[src/rtl/div_pkg.sv]
// Shared types and constants for the round-robin divider scheduler.
package div_pkg;

  localparam int unsigned DIV_W = 4;

  typedef enum logic [1:0] {
    IDLE = 2'd0,
    BUSY = 2'd1,
    DONE = 2'd2
  } state_e;

  typedef logic req_id_t;

endpackage : div_pkg

[src/rtl/div_rr_scheduler_if.sv]
// Two request channels and one tagged response channel of the divider scheduler.
interface div_rr_scheduler_if
  import div_pkg::*;
#(
  parameter int unsigned N = DIV_W
) ();

  logic         req0_valid;
  logic         req0_ready;
  logic [N-1:0] req0_dividend;
  logic [N-1:0] req0_divisor;

  logic         req1_valid;
  logic         req1_ready;
  logic [N-1:0] req1_dividend;
  logic [N-1:0] req1_divisor;

  logic         resp_valid;
  logic         resp_ready;
  req_id_t      resp_id;
  logic [N-1:0] resp_quotient;
  logic [N-1:0] resp_remainder;
  logic         resp_dbz;

  modport slave (
    input  req0_valid, req0_dividend, req0_divisor,
    input  req1_valid, req1_dividend, req1_divisor,
    input  resp_ready,
    output req0_ready, req1_ready,
    output resp_valid, resp_id, resp_quotient, resp_remainder, resp_dbz
  );

  modport master (
    output req0_valid, req0_dividend, req0_divisor,
    output req1_valid, req1_dividend, req1_divisor,
    output resp_ready,
    input  req0_ready, req1_ready,
    input  resp_valid, resp_id, resp_quotient, resp_remainder, resp_dbz
  );

endinterface : div_rr_scheduler_if

[src/rtl/div_restoring_core.sv]
// Iterative unsigned restoring divider: one shift/subtract step per cycle, N steps.
// done/quotient/remainder are combinational and describe the state after the
// step taken on the coming edge, so the owner can capture the final result on
// the same edge the last step retires.
module div_restoring_core
  import div_pkg::*;
#(
  parameter int unsigned N = DIV_W
) (
  input  logic         clk,
  input  logic         rst,
  input  logic         load,
  input  logic [N-1:0] dividend,
  input  logic [N-1:0] divisor,
  output logic         done,
  output logic [N-1:0] quotient,
  output logic [N-1:0] remainder
);

  localparam int unsigned CNT_W = $clog2(N);

  // Partial remainder is kept at N bits: after every step it is below the
  // divisor, so the (N+1)-th bit only exists transiently inside the step.
  logic [N-1:0]     rem_q, rem_d;
  logic [N-1:0]     dvd_q, dvd_d;
  logic [N-1:0]     dvs_q, dvs_d;
  logic [CNT_W-1:0] cnt_q, cnt_d;
  logic             busy_q, busy_d;

  logic [N:0]       shifted;
  logic [N:0]       trial;
  logic [N-1:0]     step_rem;
  logic [N-1:0]     step_dvd;

  // One restoring step: shift, trial-subtract, keep or restore.
  always_comb begin
    shifted  = {rem_q, dvd_q[N-1]};
    trial    = shifted - {1'b0, dvs_q};
    step_rem = trial[N] ? shifted[N-1:0] : trial[N-1:0];
    step_dvd = {dvd_q[N-2:0], ~trial[N]};
  end

  // Load operands or advance one step and count down.
  always_comb begin
    rem_d  = rem_q;
    dvd_d  = dvd_q;
    dvs_d  = dvs_q;
    cnt_d  = cnt_q;
    busy_d = busy_q;
    if (load) begin
      rem_d  = '0;
      dvd_d  = dividend;
      dvs_d  = divisor;
      cnt_d  = CNT_W'(N - 1);
      busy_d = 1'b1;
    end else if (busy_q) begin
      rem_d = step_rem;
      dvd_d = step_dvd;
      if (cnt_q == '0) begin
        busy_d = 1'b0;
      end else begin
        cnt_d = cnt_q - CNT_W'(1);
      end
    end
  end

  // Datapath state registers.
  always_ff @(posedge clk or posedge rst) begin
    if (rst) begin
      rem_q  <= '0;
      dvd_q  <= '0;
      dvs_q  <= '0;
      cnt_q  <= '0;
      busy_q <= 1'b0;
    end else begin
      rem_q  <= rem_d;
      dvd_q  <= dvd_d;
      dvs_q  <= dvs_d;
      cnt_q  <= cnt_d;
      busy_q <= busy_d;
    end
  end

  assign done      = busy_q && (cnt_q == '0);
  assign quotient  = step_dvd;
  assign remainder = step_rem;

endmodule : div_restoring_core

[src/rtl/div_rr_scheduler.sv]
// Round-robin arbiter and sequencer sharing one restoring divider between two
// requesters, with a held, backpressured response channel.
module div_rr_scheduler
  import div_pkg::*;
#(
  parameter int unsigned N = DIV_W
) (
  input  logic              clk,
  input  logic              rst,
  div_rr_scheduler_if.slave bus
);

  state_e       state_q, state_d;
  req_id_t      last_grant_q, last_grant_d;
  req_id_t      id_q, id_d;
  logic         resp_valid_q, resp_valid_d;
  req_id_t      resp_id_q, resp_id_d;
  logic [N-1:0] resp_quo_q, resp_quo_d;
  logic [N-1:0] resp_rem_q, resp_rem_d;
  logic         resp_dbz_q, resp_dbz_d;

  logic         any_valid;
  logic         both_valid;
  req_id_t      gnt_id;
  logic [N-1:0] sel_dividend;
  logic [N-1:0] sel_divisor;
  logic         req0_ready_c;
  logic         req1_ready_c;

  logic         core_load;
  logic         core_done;
  logic [N-1:0] core_quo;
  logic [N-1:0] core_rem;

  // Grant: a lone requester wins; on a tie the one not granted last wins.
  always_comb begin
    any_valid    = bus.req0_valid | bus.req1_valid;
    both_valid   = bus.req0_valid & bus.req1_valid;
    gnt_id       = both_valid ? req_id_t'(~last_grant_q) : req_id_t'(bus.req1_valid);
    sel_dividend = gnt_id ? bus.req1_dividend : bus.req0_dividend;
    sel_divisor  = gnt_id ? bus.req1_divisor  : bus.req0_divisor;
  end

  // FSM next state, accept handshake and response capture.
  always_comb begin
    state_d      = state_q;
    last_grant_d = last_grant_q;
    id_d         = id_q;
    resp_valid_d = resp_valid_q;
    resp_id_d    = resp_id_q;
    resp_quo_d   = resp_quo_q;
    resp_rem_d   = resp_rem_q;
    resp_dbz_d   = resp_dbz_q;
    core_load    = 1'b0;
    req0_ready_c = 1'b0;
    req1_ready_c = 1'b0;

    unique case (state_q)
      IDLE: begin
        req0_ready_c = any_valid & (gnt_id == 1'b0);
        req1_ready_c = any_valid & (gnt_id == 1'b1);
        if (any_valid) begin
          last_grant_d = gnt_id;
          id_d         = gnt_id;
          if (sel_divisor == '0) begin
            // Divide by zero bypasses the engine entirely.
            state_d      = DONE;
            resp_valid_d = 1'b1;
            resp_id_d    = gnt_id;
            resp_quo_d   = '1;
            resp_rem_d   = sel_dividend;
            resp_dbz_d   = 1'b1;
          end else begin
            state_d   = BUSY;
            core_load = 1'b1;
          end
        end
      end
      BUSY: begin
        if (core_done) begin
          state_d      = DONE;
          resp_valid_d = 1'b1;
          resp_id_d    = id_q;
          resp_quo_d   = core_quo;
          resp_rem_d   = core_rem;
          resp_dbz_d   = 1'b0;
        end
      end
      DONE: begin
        if (bus.resp_ready) begin
          state_d      = IDLE;
          resp_valid_d = 1'b0;
        end
      end
      default: begin
        state_d = IDLE;
      end
    endcase
  end

  // State and response holding registers.
  always_ff @(posedge clk or posedge rst) begin
    if (rst) begin
      state_q      <= IDLE;
      last_grant_q <= 1'b1;
      id_q         <= 1'b0;
      resp_valid_q <= 1'b0;
      resp_id_q    <= 1'b0;
      resp_quo_q   <= '0;
      resp_rem_q   <= '0;
      resp_dbz_q   <= 1'b0;
    end else begin
      state_q      <= state_d;
      last_grant_q <= last_grant_d;
      id_q         <= id_d;
      resp_valid_q <= resp_valid_d;
      resp_id_q    <= resp_id_d;
      resp_quo_q   <= resp_quo_d;
      resp_rem_q   <= resp_rem_d;
      resp_dbz_q   <= resp_dbz_d;
    end
  end

  div_restoring_core #(
    .N (N)
  ) u_core (
    .clk       (clk),
    .rst       (rst),
    .load      (core_load),
    .dividend  (sel_dividend),
    .divisor   (sel_divisor),
    .done      (core_done),
    .quotient  (core_quo),
    .remainder (core_rem)
  );

  assign bus.req0_ready     = req0_ready_c;
  assign bus.req1_ready     = req1_ready_c;
  assign bus.resp_valid     = resp_valid_q;
  assign bus.resp_id        = resp_id_q;
  assign bus.resp_quotient  = resp_quo_q;
  assign bus.resp_remainder = resp_rem_q;
  assign bus.resp_dbz       = resp_dbz_q;

endmodule : div_rr_scheduler

[src/flat_wrapper.sv]
// flat-port wrapper written by rule: the top's interface ports become plain ports
module div_rr_scheduler_flat import div_pkg::*;
#(
  parameter int unsigned N = DIV_W
)
  (clk, rst, bus_req0_valid, bus_req0_dividend, bus_req0_divisor, bus_req1_valid, bus_req1_dividend, bus_req1_divisor, bus_resp_ready, bus_req0_ready, bus_req1_ready, bus_resp_valid, bus_resp_id, bus_resp_quotient, bus_resp_remainder, bus_resp_dbz);
  div_rr_scheduler_if #(.N(N)) bus_i ();
  input  logic clk;
  input  logic rst;
  input wire logic [$bits(bus_i.req0_valid)-1:0] bus_req0_valid;
  input wire logic [$bits(bus_i.req0_dividend)-1:0] bus_req0_dividend;
  input wire logic [$bits(bus_i.req0_divisor)-1:0] bus_req0_divisor;
  input wire logic [$bits(bus_i.req1_valid)-1:0] bus_req1_valid;
  input wire logic [$bits(bus_i.req1_dividend)-1:0] bus_req1_dividend;
  input wire logic [$bits(bus_i.req1_divisor)-1:0] bus_req1_divisor;
  input wire logic [$bits(bus_i.resp_ready)-1:0] bus_resp_ready;
  output wire logic [$bits(bus_i.req0_ready)-1:0] bus_req0_ready;
  output wire logic [$bits(bus_i.req1_ready)-1:0] bus_req1_ready;
  output wire logic [$bits(bus_i.resp_valid)-1:0] bus_resp_valid;
  output wire logic [$bits(bus_i.resp_id)-1:0] bus_resp_id;
  output wire logic [$bits(bus_i.resp_quotient)-1:0] bus_resp_quotient;
  output wire logic [$bits(bus_i.resp_remainder)-1:0] bus_resp_remainder;
  output wire logic [$bits(bus_i.resp_dbz)-1:0] bus_resp_dbz;
  assign bus_i.req0_valid = bus_req0_valid;
  assign bus_i.req0_dividend = bus_req0_dividend;
  assign bus_i.req0_divisor = bus_req0_divisor;
  assign bus_i.req1_valid = bus_req1_valid;
  assign bus_i.req1_dividend = bus_req1_dividend;
  assign bus_i.req1_divisor = bus_req1_divisor;
  assign bus_i.resp_ready = bus_resp_ready;
  assign bus_req0_ready = bus_i.req0_ready;
  assign bus_req1_ready = bus_i.req1_ready;
  assign bus_resp_valid = bus_i.resp_valid;
  assign bus_resp_id = bus_i.resp_id;
  assign bus_resp_quotient = bus_i.resp_quotient;
  assign bus_resp_remainder = bus_i.resp_remainder;
  assign bus_resp_dbz = bus_i.resp_dbz;
  div_rr_scheduler #(.N(N)) u_core (.clk(clk), .rst(rst), .bus(bus_i));
endmodule
[config.mk]
export PLATFORM = sky130hd
export DESIGN_NAME = div_rr_scheduler_flat
export DESIGN_NICKNAME = d
export VERILOG_FILES = /design/src/rtl/div_pkg.sv /design/src/rtl/div_rr_scheduler_if.sv /design/src/rtl/div_restoring_core.sv /design/src/rtl/div_rr_scheduler.sv /design/src/flat_wrapper.sv
export SDC_FILE = /design/constraint.sdc
export NUM_CORES = 1
export LEC_CHECK = 0
export BUFFER_PORTS_ARGS = -buffer_cell sky130_fd_sc_hd__buf_2
export CAP_MARGIN = 10
export CORE_UTILIZATION = 30
export DETAILED_ROUTE_END_ITERATION = 10
export PLACE_DENSITY_LB_ADDON = 0.05
export SYNTH_ARGS = -nofsm -noshare
export SYNTH_HDL_FRONTEND = slang
export SYNTH_SLANG_ARGS = --single-unit
[constraint.sdc]
create_clock -name clk -period 5.4 [get_ports clk]
set_clock_uncertainty 0.05 [all_clocks]
set_input_delay 1.08 -clock clk [delete_from_list [all_inputs] [get_ports clk]]
set_output_delay 1.08 -clock clk [all_outputs]
set_load 0.02 [all_outputs]
== Yosys cells after proc, flatten, opt, wreduce, memory -nomap -nowiden ==
Cells that the tools add are included.
Word-level totals
  input bits: 21
  bits in registers: 30
  output and inout port bits: 13
  logic and storage cells: 84
Cells by class
  bitwise gates (word level): 7
  eq/ne operators: 7
  reduce and logical (&&, ||, !) cells: 12
  add/sub/neg operators: 2
  multiplexer cells: 43
Operator list (count)
  2-to-1 mux 4 bit: 13
  2-to-1 mux 1 bit: 17
  one-hot mux 4 bit (2 select lines): 2
  2-to-1 mux 2 bit: 7
  != test 2 x 1 -> 1 bit, second input constant: 4
  one-hot mux 2 bit (3 select lines): 1
  AND reduction 5 bit: 1
  subtractor 5 x 4 -> 5 bit: 1
  logical NOT 2 bit: 2
  logical NOT 4 bit: 1
  one-hot mux 1 bit (2 select lines): 2
  AND reduction 2 bit: 2
  AND reduction 4 bit: 1
  nonzero test 2 bit: 2
  AND 1 bit: 3
  NOT 1 bit: 3
  one-hot mux 1 bit (3 select lines): 1
  AND reduction 3 bit: 1
  nonzero test 3 bit: 1
  equality test 2 x 1 -> 1 bit, second input constant: 1
  equality test 2 bit, second input constant: 1
  != test 2 bit, second input constant: 1
  subtractor 2 x 1 -> 2 bit, second input constant: 1
  logical AND 1 bit: 1
  bitwise OR 1 bit: 1

== Logic depth before layout (Yosys ltp) ==
Gate-level depths: netlist of run 1.
  word-level depth: 9
  depth in mapped cells: 9
  gate-level depth less buffers: 8

== Modules after synthesis ==
From an unflattened synthesis of run 1, not the netlist that was laid out.
Unflattened totals
  cells, all modules: 192
  area total of the unflattened synthesis: 1906.8 µm²
Modules (own cells, without submodules)
  div_restoring_core: sequential area each 375.4 µm², times used 1, cells each 109, area an instance 989.7 µm²
  div_rr_scheduler: sequential area each 376.6 µm², times used 1, cells each 83, area an instance 917.1 µm²

== Worst setup path after synthesis of run 1 ==
No wires, ideal clock.
  path kind: input-to-output
  from: input bus_req1_valid
  to: output bus_req1_ready
  stages on the path: 3
  setup slack: 2.450 ns
  buffers on the path: 1
  data required time: 4.270 ns
  arrival: 1.820 ns
  cell sequence: a21boi_4 > buf_2 > and2_1
Between the ends
  cells in the longest elaborated chain, start to end: 4
  elaborated cells between the ends (all ways): 5
  those cells by class: mux: 2; bitwise: 3
Ends and longest elaborated chain
  from (decl): RTL line flat_wrapper.sv:13  | input wire logic [$bits(bus_i.req1_valid)-1:0] bus_req1_valid;
  AND 1 bit: RTL line div_rr_scheduler.sv:38  | both_valid = bus.req0_valid & bus.req1_valid;
  2-to-1 mux 1 bit: RTL line div_rr_scheduler.sv:39  | gnt_id = both_valid ? req_id_t'(~last_grant_q) : req_id_t'(bus.req1_valid);
  AND 1 bit (*): RTL line div_rr_scheduler.sv:61  | req1_ready_c = any_valid & (gnt_id == 1'b1);
  2-to-1 mux 1 bit (*): RTL line div_rr_scheduler.sv:58  | unique case (state_q)
  to (decl): RTL line flat_wrapper.sv:18  | output wire logic [$bits(bus_i.req1_ready)-1:0] bus_req1_ready;
Mark *: on every way between the ends. The rest lies on a longest branch, timed or not.

== Final worst setup path of run 1 ==
  from: input bus_req0_valid
  to: output bus_req1_ready
Between the ends
  cells in the longest elaborated chain, start to end: 4
  elaborated cells between the ends (all ways): 5
  those cells by class: mux: 2; bitwise: 3
Ends and longest elaborated chain
  from (decl): RTL line flat_wrapper.sv:10  | input wire logic [$bits(bus_i.req0_valid)-1:0] bus_req0_valid;
  AND 1 bit: RTL line div_rr_scheduler.sv:38
  2-to-1 mux 1 bit: RTL line div_rr_scheduler.sv:39
  AND 1 bit (*): RTL line div_rr_scheduler.sv:61
  2-to-1 mux 1 bit (*): RTL line div_rr_scheduler.sv:58
Marks and branches as above.

==> results.ini, run 1 <==
[final_layout]
instances_no_fill = 295
drive_above_1_share_pct = 28.64
area_delta_synth_final_pct = 16.53
nets = 246
design_area_sq_um = 2135
antenna_cells = 0

[setup_path]
start_kind = input port
worst-r2r-setup-slack_ns = 2.83
end_kind = output pin
r2r-start = u_core.u_core.dvd_q[3]$_DFFE_PP0P_
required_ns = 4.27
r2r-end = u_core.bus.resp_remainder[2]$_DFFE_PP0P_
reg2reg_depth = 8
crit_fanout = 12
path_class = in2out
cp.arrival_ns = 2.08

[synthesis]
syn_avg_cell_area_sq_um = 9.848
synth_ff_type = dfrtp_1
synth-async-reset-ratio_pct = 100.0
synth_edf_count = 0
synth_area_leader_cell = dfrtp_1
synth_cell_types = 51
postSynthCellCount = 186
synth_nets = 213
yosys-top-cells-area = dfrtp_1 (40%), mux2i_1 (6.0%), nand2_1 (3.9%)
ys_warn_count = 0
yosysTopAreaCellShare_pct = 39.62
ys_ff_latch = 30
synth_area_sq_um = 1832
yosysSeqAreaShare_pct = 41.05

[global_routing]
grt_pass1_wl_um = 6755
busiest_layer = met2
globalRouteTotalUtil_pct = 14.00
grt_start_max_net_pins = 31
gr-total-overflow = 0
antenna_found_initial = 0
grt_pass1_vias = 1411
use_met2_pct = 22.82
gr-usage-met3_pct = 3.295
use_met1_pct = 17.86

[placement]
post-place-ws_ns = 2.174
io_buffer_count = 33
dp_hpwl_um = 3120
dp_cells = 287
place.gp.congestion = 0.7722
placed_area_sq_um = 2043

[timing]
finalSetupTns_ns = 0
worst_pin_slew_ns = 0.5928
fin_crit_ns = 3.211
finalSetupViolations = 0
maxSlewViolCount = 0
fin_crit_sh_pct = 59.47
max_freq_mhz = 311.4
hold_viol = 0
fin_ws_ns = 2.189
rsz0062_at_grt = no
slew_headroom_pct = 60.33

[clock_network]
cts_buffers = 5
cts.clk_slew.worst_paths_ns = 0.06
cts.sinks = 30
tritoncts = done
cts_hold_buf = 0
clk_path_buf_depth = 2
cts.repair.resized = 0
cts_setup_buffers = 0
cts_root_buffer = clkbuf_8
clock_latency_ns = 0.28
cts_max_level = 2

[pwr]
combPwrFrac_pct = 60.2
power.internal_uw = 840.3
clockPowerShare_pct = 12.0
seqPwrFrac_pct = 27.7
switching_share_pct = 46.04
p_sw_uw = 716.8
ir_drop_v = 0.0002292
pwr_density_cell_nw_per_um2 = 729.5
p_leak_uw = 0.001002

[run]
cap_violations = 0

[floorplanning]
pin_count = 34
die_area_sq_um = 6422
initial_core_util_pct = 30.94
coreArea_sq_um = 5921
die_h_um = 80.14
num_rows = 28
die_width_um = 80.14

[routing]
ant_nets = 0
dr.pass1.iters = 4
via_per_inst = 4.983
drc_errors = 0
drt_first_iter_violations = 102
routed_wirelength_um = 4094
dr_total_vias = 1470
wl_per_cell_um = 13.88

[hold_path]
whs_path_depth = 2
hold_path_startpoint = u_core.u_core.dvs_q[0]$_DFFE_PP0P_
holdPathEnd = u_core.u_core.dvs_q[0]$_DFFE_PP0P_
hp-class = reg2reg

[status]
status = complete, no violations

## logic make-up (layout without fill, tap and decap cells)
kind of cell               count (synthesis)  after routing  synth area share [%]
AOI/OAI and AO/OA                         52             52                 22.40
and+or+nand+nor                           56             56                 14.34
xor gates and xnor gates                   5              5                 3.826
DFF                                       30             30                 41.05
adders and majority gates                  6              6                 4.508
buffers and inverters                     24             58                 6.284
muxes                                     13             13                 7.582
## power groups by stage
stage	logic [uW]	registers, uW	clock network (uW)
detailed placement	947	438	0
CTS	952	434	197
floorplan	753	447	0
global placement	941	435	0
finish	938	431	188
global route	1040	451	205
## cells in the final DEF, fill, tap and decap left out, types with 4 or more instances in the layout
cell      Yosys  routed
buf_2         2      33
dfrtp_1      29      29
nand2_1      19      19
nor2_1       16      16
inv_1        15      15
mux2i_1      11      11
a21oi_1       9       9
a211oi_1      6       6
clkbuf_8      0       6
nor2b_1       5       5
ha_1          5       5
nand2b_1      4       4
nor2_2        4       4
o21ai_0       4       4
a31oi_1       4       4
## through the flow
stage	hold WS [ns]	util [%]	power, uW
floorplan	0.3996	-	1200
global placement	0.4298	34.51	1377
detailed placement	0.4309	34.51	1385
CTS	0.4458	36.05	1582
global route	0.4699	36.05	1695
finish	0.4354	36.05	1557
## synthesized netlist by cell type, drive strengths merged, types with 2 or more instances
cell type	n
a21oi	12
nor4	2
inv	16
xnor2	5
a31oi	4
and3	2
buf	6
nor2	20
a21o	3
a31o	2
clkbuf	2
o21ai	8
ha	5
a2111oi	2
o22ai	3
a211oi	8
nor2b	5
nand2	20
nand2b	4
dfrtp	29
mux2i	12
o211a	2
## worst max path at each step
stage | endpoint | slack (ns) | from | depth (start not counted)
floorplan | bus_req1_ready | 2.45 | bus_req1_valid | 3
global placement | bus_req1_ready | 2.20 | bus_req0_valid | 4
detailed placement | bus_req1_ready | 2.17 | bus_req0_valid | 4
CTS | bus_req1_ready | 2.17 | bus_req0_valid | 4
global route | bus_req1_ready | 2.11 | bus_req0_valid | 4
finish | bus_req1_ready | 2.19 | bus_req0_valid | 4
## critical path, stage by stage
cell and delay [ns]:
buf_2 0.12, a21boi_4 0.45, and2_1 0.24, buf_2 0.18
## state kept, by name, indices dropped and copies added (netlist names), 2 cells and up
signal                     count
u_core.u_core.cnt_q            2
u_core.state_q                 2
u_core.bus.resp_remainder      4
u_core.u_core.dvs_q            4
u_core.u_core.dvd_q            4
u_core.u_core.rem_q            4
u_core.bus.resp_quotient       4
## final cells by class
cell class,instances,area (sq um)
Multi-Input combinational cell,132,964.7
Sequential cell,30,752.0
Timing Repair Buffer,34,172.7
Clock inverter,1,5.005
Clock buffer,7,86.33
Fill cell,614,3786
Inverter,16,60.06
Tap cell,75,93.84
## layer usage
metal	vias up	part of all wire, %
met5	-	0
met4	0	1.5
met3	7	4.6
met2	38	47
met1	705	47
li1	720	-
(Power assumes the default switching activity.)
==> run 2: changes to the inputs <==
--- a/config.mk
+++ b/config.mk
@@ -5,6 +5,7 @@
 export SDC_FILE = /design/constraint.sdc
 export NUM_CORES = 1
 export LEC_CHECK = 0
+export ABC_AREA = 1
 export BUFFER_PORTS_ARGS = -buffer_cell sky130_fd_sc_hd__buf_2
 export CAP_MARGIN = 10
 export CORE_UTILIZATION = 30
==> constraint.sdc (replaced) <==
create_clock -name clk -period 3.3 [get_ports clk]
set_clock_uncertainty 0.05 [all_clocks]
set_input_delay 0.66 -clock clk [delete_from_list [all_inputs] [get_ports clk]]
set_output_delay 0.66 -clock clk [all_outputs]
set_load 0.02 [all_outputs]
==> results.ini, run 2 <==
[status]
status = complete, no violations

[global_routing]
grt_pass1_wl_um = 7086
gr-total-overflow = 0
grt_pass1_vias = 1497
antenna_found_initial = 0
grt_start_max_net_pins = 31
globalRouteTotalUtil_pct = 15.14

[setup_path]
path_cells = nor2_1, inv_1, nor2_2, inv_1, nor2_1, buf_2
crit_fanout = 9
cp.arrival_ns = 1.78
slowest_stage = dfrtp_1
reg2reg_depth = 11
r2r-start = u_core.u_core.dvd_q[3]$_DFFE_PP0P_
end_kind = output pin
crit_end = bus_req0_ready
path_class = reg2out
max_stage_delay_ns = 0.43
r2r-end = u_core.u_core.rem_q[1]$_DFFE_PP0P_
start_kind = flop
worst-r2r-setup-slack_ns = 1.22
required_ns = 2.59
startpoint = u_core.state_q[1]$_DFFE_PP0P_

[final_layout]
layout_common_cells = nand2_1 (79), buf_2 (33), nand3_1 (32)
layout_commonest_cell = nand2_1
nets = 292
instances_no_fill = 338
regArea_sq_um = 752.0
multi_input_area_sq_um = 870.8
antenna_cells = 0
nFillCells = 610
drive_above_1_share_pct = 24.06
area_delta_synth_final_pct = 17.50

[routing]
dr_total_vias = 1521
ant_nets = 0
dr.pass1.iters = 4
routed_wirelength_um = 3994
drc_errors = 0
drt_first_iter_violations = 53
wl_per_cell_um = 11.82
via_per_inst = 4.500

[clock_network]
cts.sinks = 30
cts.clk_slew.worst_paths_ns = 0.07
cts_hold_buf = 0
tritoncts = done
cts_max_level = 2
clk_path_buf_depth = 2
cts_buffers = 5
clock_latency_ns = 0.28
cts.repair.resized = 0
cts_setup_buffers = 0
cts_root_buffer = clkbuf_8

[pwr]
seqPwrFrac_pct = 29.9
pwr_density_cell_nw_per_um2 = 1117
power.internal_uw = 1177
clockPowerShare_pct = 13.7
switching_share_pct = 49.04
p_sw_uw = 1132
combPwrFrac_pct = 56.4
power_uw = 2309
ir_drop_v = 0.0004417
p_leak_uw = 0.001142

[hold_path]
hp-class = in2async

[placement]
dp_cells = 330
io_buffer_count = 33
dp_hpwl_um = 2998
place.gp.congestion = 0.7026

[floorplanning]
die_width_um = 78.58
pin_count = 34
coreArea_sq_um = 5574
num_rows = 27
die_h_um = 78.58
initial_core_util_pct = 31.56
die_area_sq_um = 6174

[timing]
fin_crit_sh_pct = 75.54
finalSetupViolations = 0
rsz0062_at_grt = no
finalSetupTns_ns = 0
fin_crit_ns = 2.493
worst_pin_slew_ns = 0.4035
maxSlewViolCount = 0
slew_headroom_pct = 73.07
max_freq_mhz = 401.1
hold_viol = 0

[synthesis]
synth-async-reset-ratio_pct = 100.0
synth_cell_types = 21
yosysSeqAreaShare_pct = 42.75
yosysTopAreaCellShare_pct = 41.25
synth_common_cells = nand2_1 (79), nand3_1 (32), dfrtp_1 (29)
synth_nets = 256
synth_area_leader_cell = dfrtp_1
synth_edf_count = 0
synth_ff_type = dfrtp_1
ys_warn_count = 0
postSynthCellCount = 229
ys_ff_latch = 30
synth_area_sq_um = 1759
yosys-top-cells-area = dfrtp_1 (41%), nand2_1 (17%), nand3_1 (9.1%)
syn_avg_cell_area_sq_um = 7.682
synthMostInstantiatedCell = nand2_1

[run]
cap_violations = 0

[run 2: changes by cell type in the layout (fill, tap and decap cells not counted), moves of 6 or more]
| cell | previous run | this run |
|---|---|---|
| mux2i_1 | 11 | 0 |
| a211oi_1 | 6 | 0 |
| nand2_1 | 19 | 79 |
| nand2_4 | 0 | 6 |
| inv_1 | 15 | 21 |
| nand3_1 | 1 | 32 |
[run 2: layout make-up]
class | count | share of cell area, %
tap | 72 | 4.358
multi-input combinational | 171 | 42.13
clock inverter | 2 | 0.6053
sequential | 30 | 36.38
inverter | 23 | 4.177
clock buffer | 6 | 3.995
timing repair buffer | 34 | 8.354
[run 2: how the worst min path moves through the flow]
| stage | endpoint | slack, ns | cells after the start | from |
|---|---|---|---|---|
| global placement | u_core.bus.resp_valid$_DFFE_PP0P_ | 0.40 | 2 | u_core.bus.resp_valid$_DFFE_PP0P_ |
| finish | u_core.bus.resp_valid$_DFFE_PP0P_ | 0.40 | 3 | rst |
| global route | u_core.bus.resp_valid$_DFFE_PP0P_ | 0.43 | 3 | rst |
| floorplan | u_core.id_q$_DFFE_PP0P_ | 0.39 | 2 | u_core.id_q$_DFFE_PP0P_ |
| detailed placement | u_core.bus.resp_valid$_DFFE_PP0P_ | 0.41 | 2 | u_core.bus.resp_valid$_DFFE_PP0P_ |
| CTS | u_core.state_q[1]$_DFFE_PP0P_ | 0.41 | 3 | rst |
[run 2: logic make-up after synthesis]
logic type | count (synthesis) | share of synthesized area (%)
AOI/OAI and AO/OA | 23 | 7.397
adders and majority gates | 6 | 4.694
DFF | 30 | 42.75
xor gates and xnor gates | 1 | 0.4980
and+or+nand+nor | 141 | 36.91
buffers and inverters | 28 | 7.752
[run 2: stage by stage]
step	hold slack [ns]	setup WS, ns	utilization, %	area [sq um]
CTS	0.4102	0.7674	37.08	2067
global route	0.4272	0.6438	37.08	2067
global placement	0.4046	0.9523	35.38	1972
detailed placement	0.4081	0.9563	35.38	1972
finish	0.4002	0.8071	37.08	2067
floorplan	0.3867	1.192	-	1759
[run 2: critical path, delay by kind of cell, from the launching register on]
| kind | cells | cell delay, ns |
|---|---|---|
| simple gates | 3 | 0.67 |
| buf+inv | 3 | 0.40 |
| flops | 1 | 0.43 |
[run 2: power groups by stage]
| stage | Combinational (uW) | Clock [uW] | Sequential (uW) |
|---|---|---|---|
| after CTS | 1330 | 330 | 692 |
| after global routing | 1530 | 344 | 716 |
| after detailed placement | 1330 | 0 | 698 |
| after global placement | 1330 | 0 | 699 |
| after floorplan | 989 | 0 | 739 |
| final | 1300 | 316 | 690 |
[run 2: layer usage]
| metal | track usage (%) | vias to the layer above | part of all wire [%] |
|---|---|---|---|
| li1 | - | 797 | - |
| met1 | 21.07 | 680 | 51 |
| met2 | 22.70 | 37 | 43 |
| met3 | 3.488 | 7 | 4.8 |
| met4 | 5.556 | 0 | 1.4 |
| met5 | 0 | - | 0 |
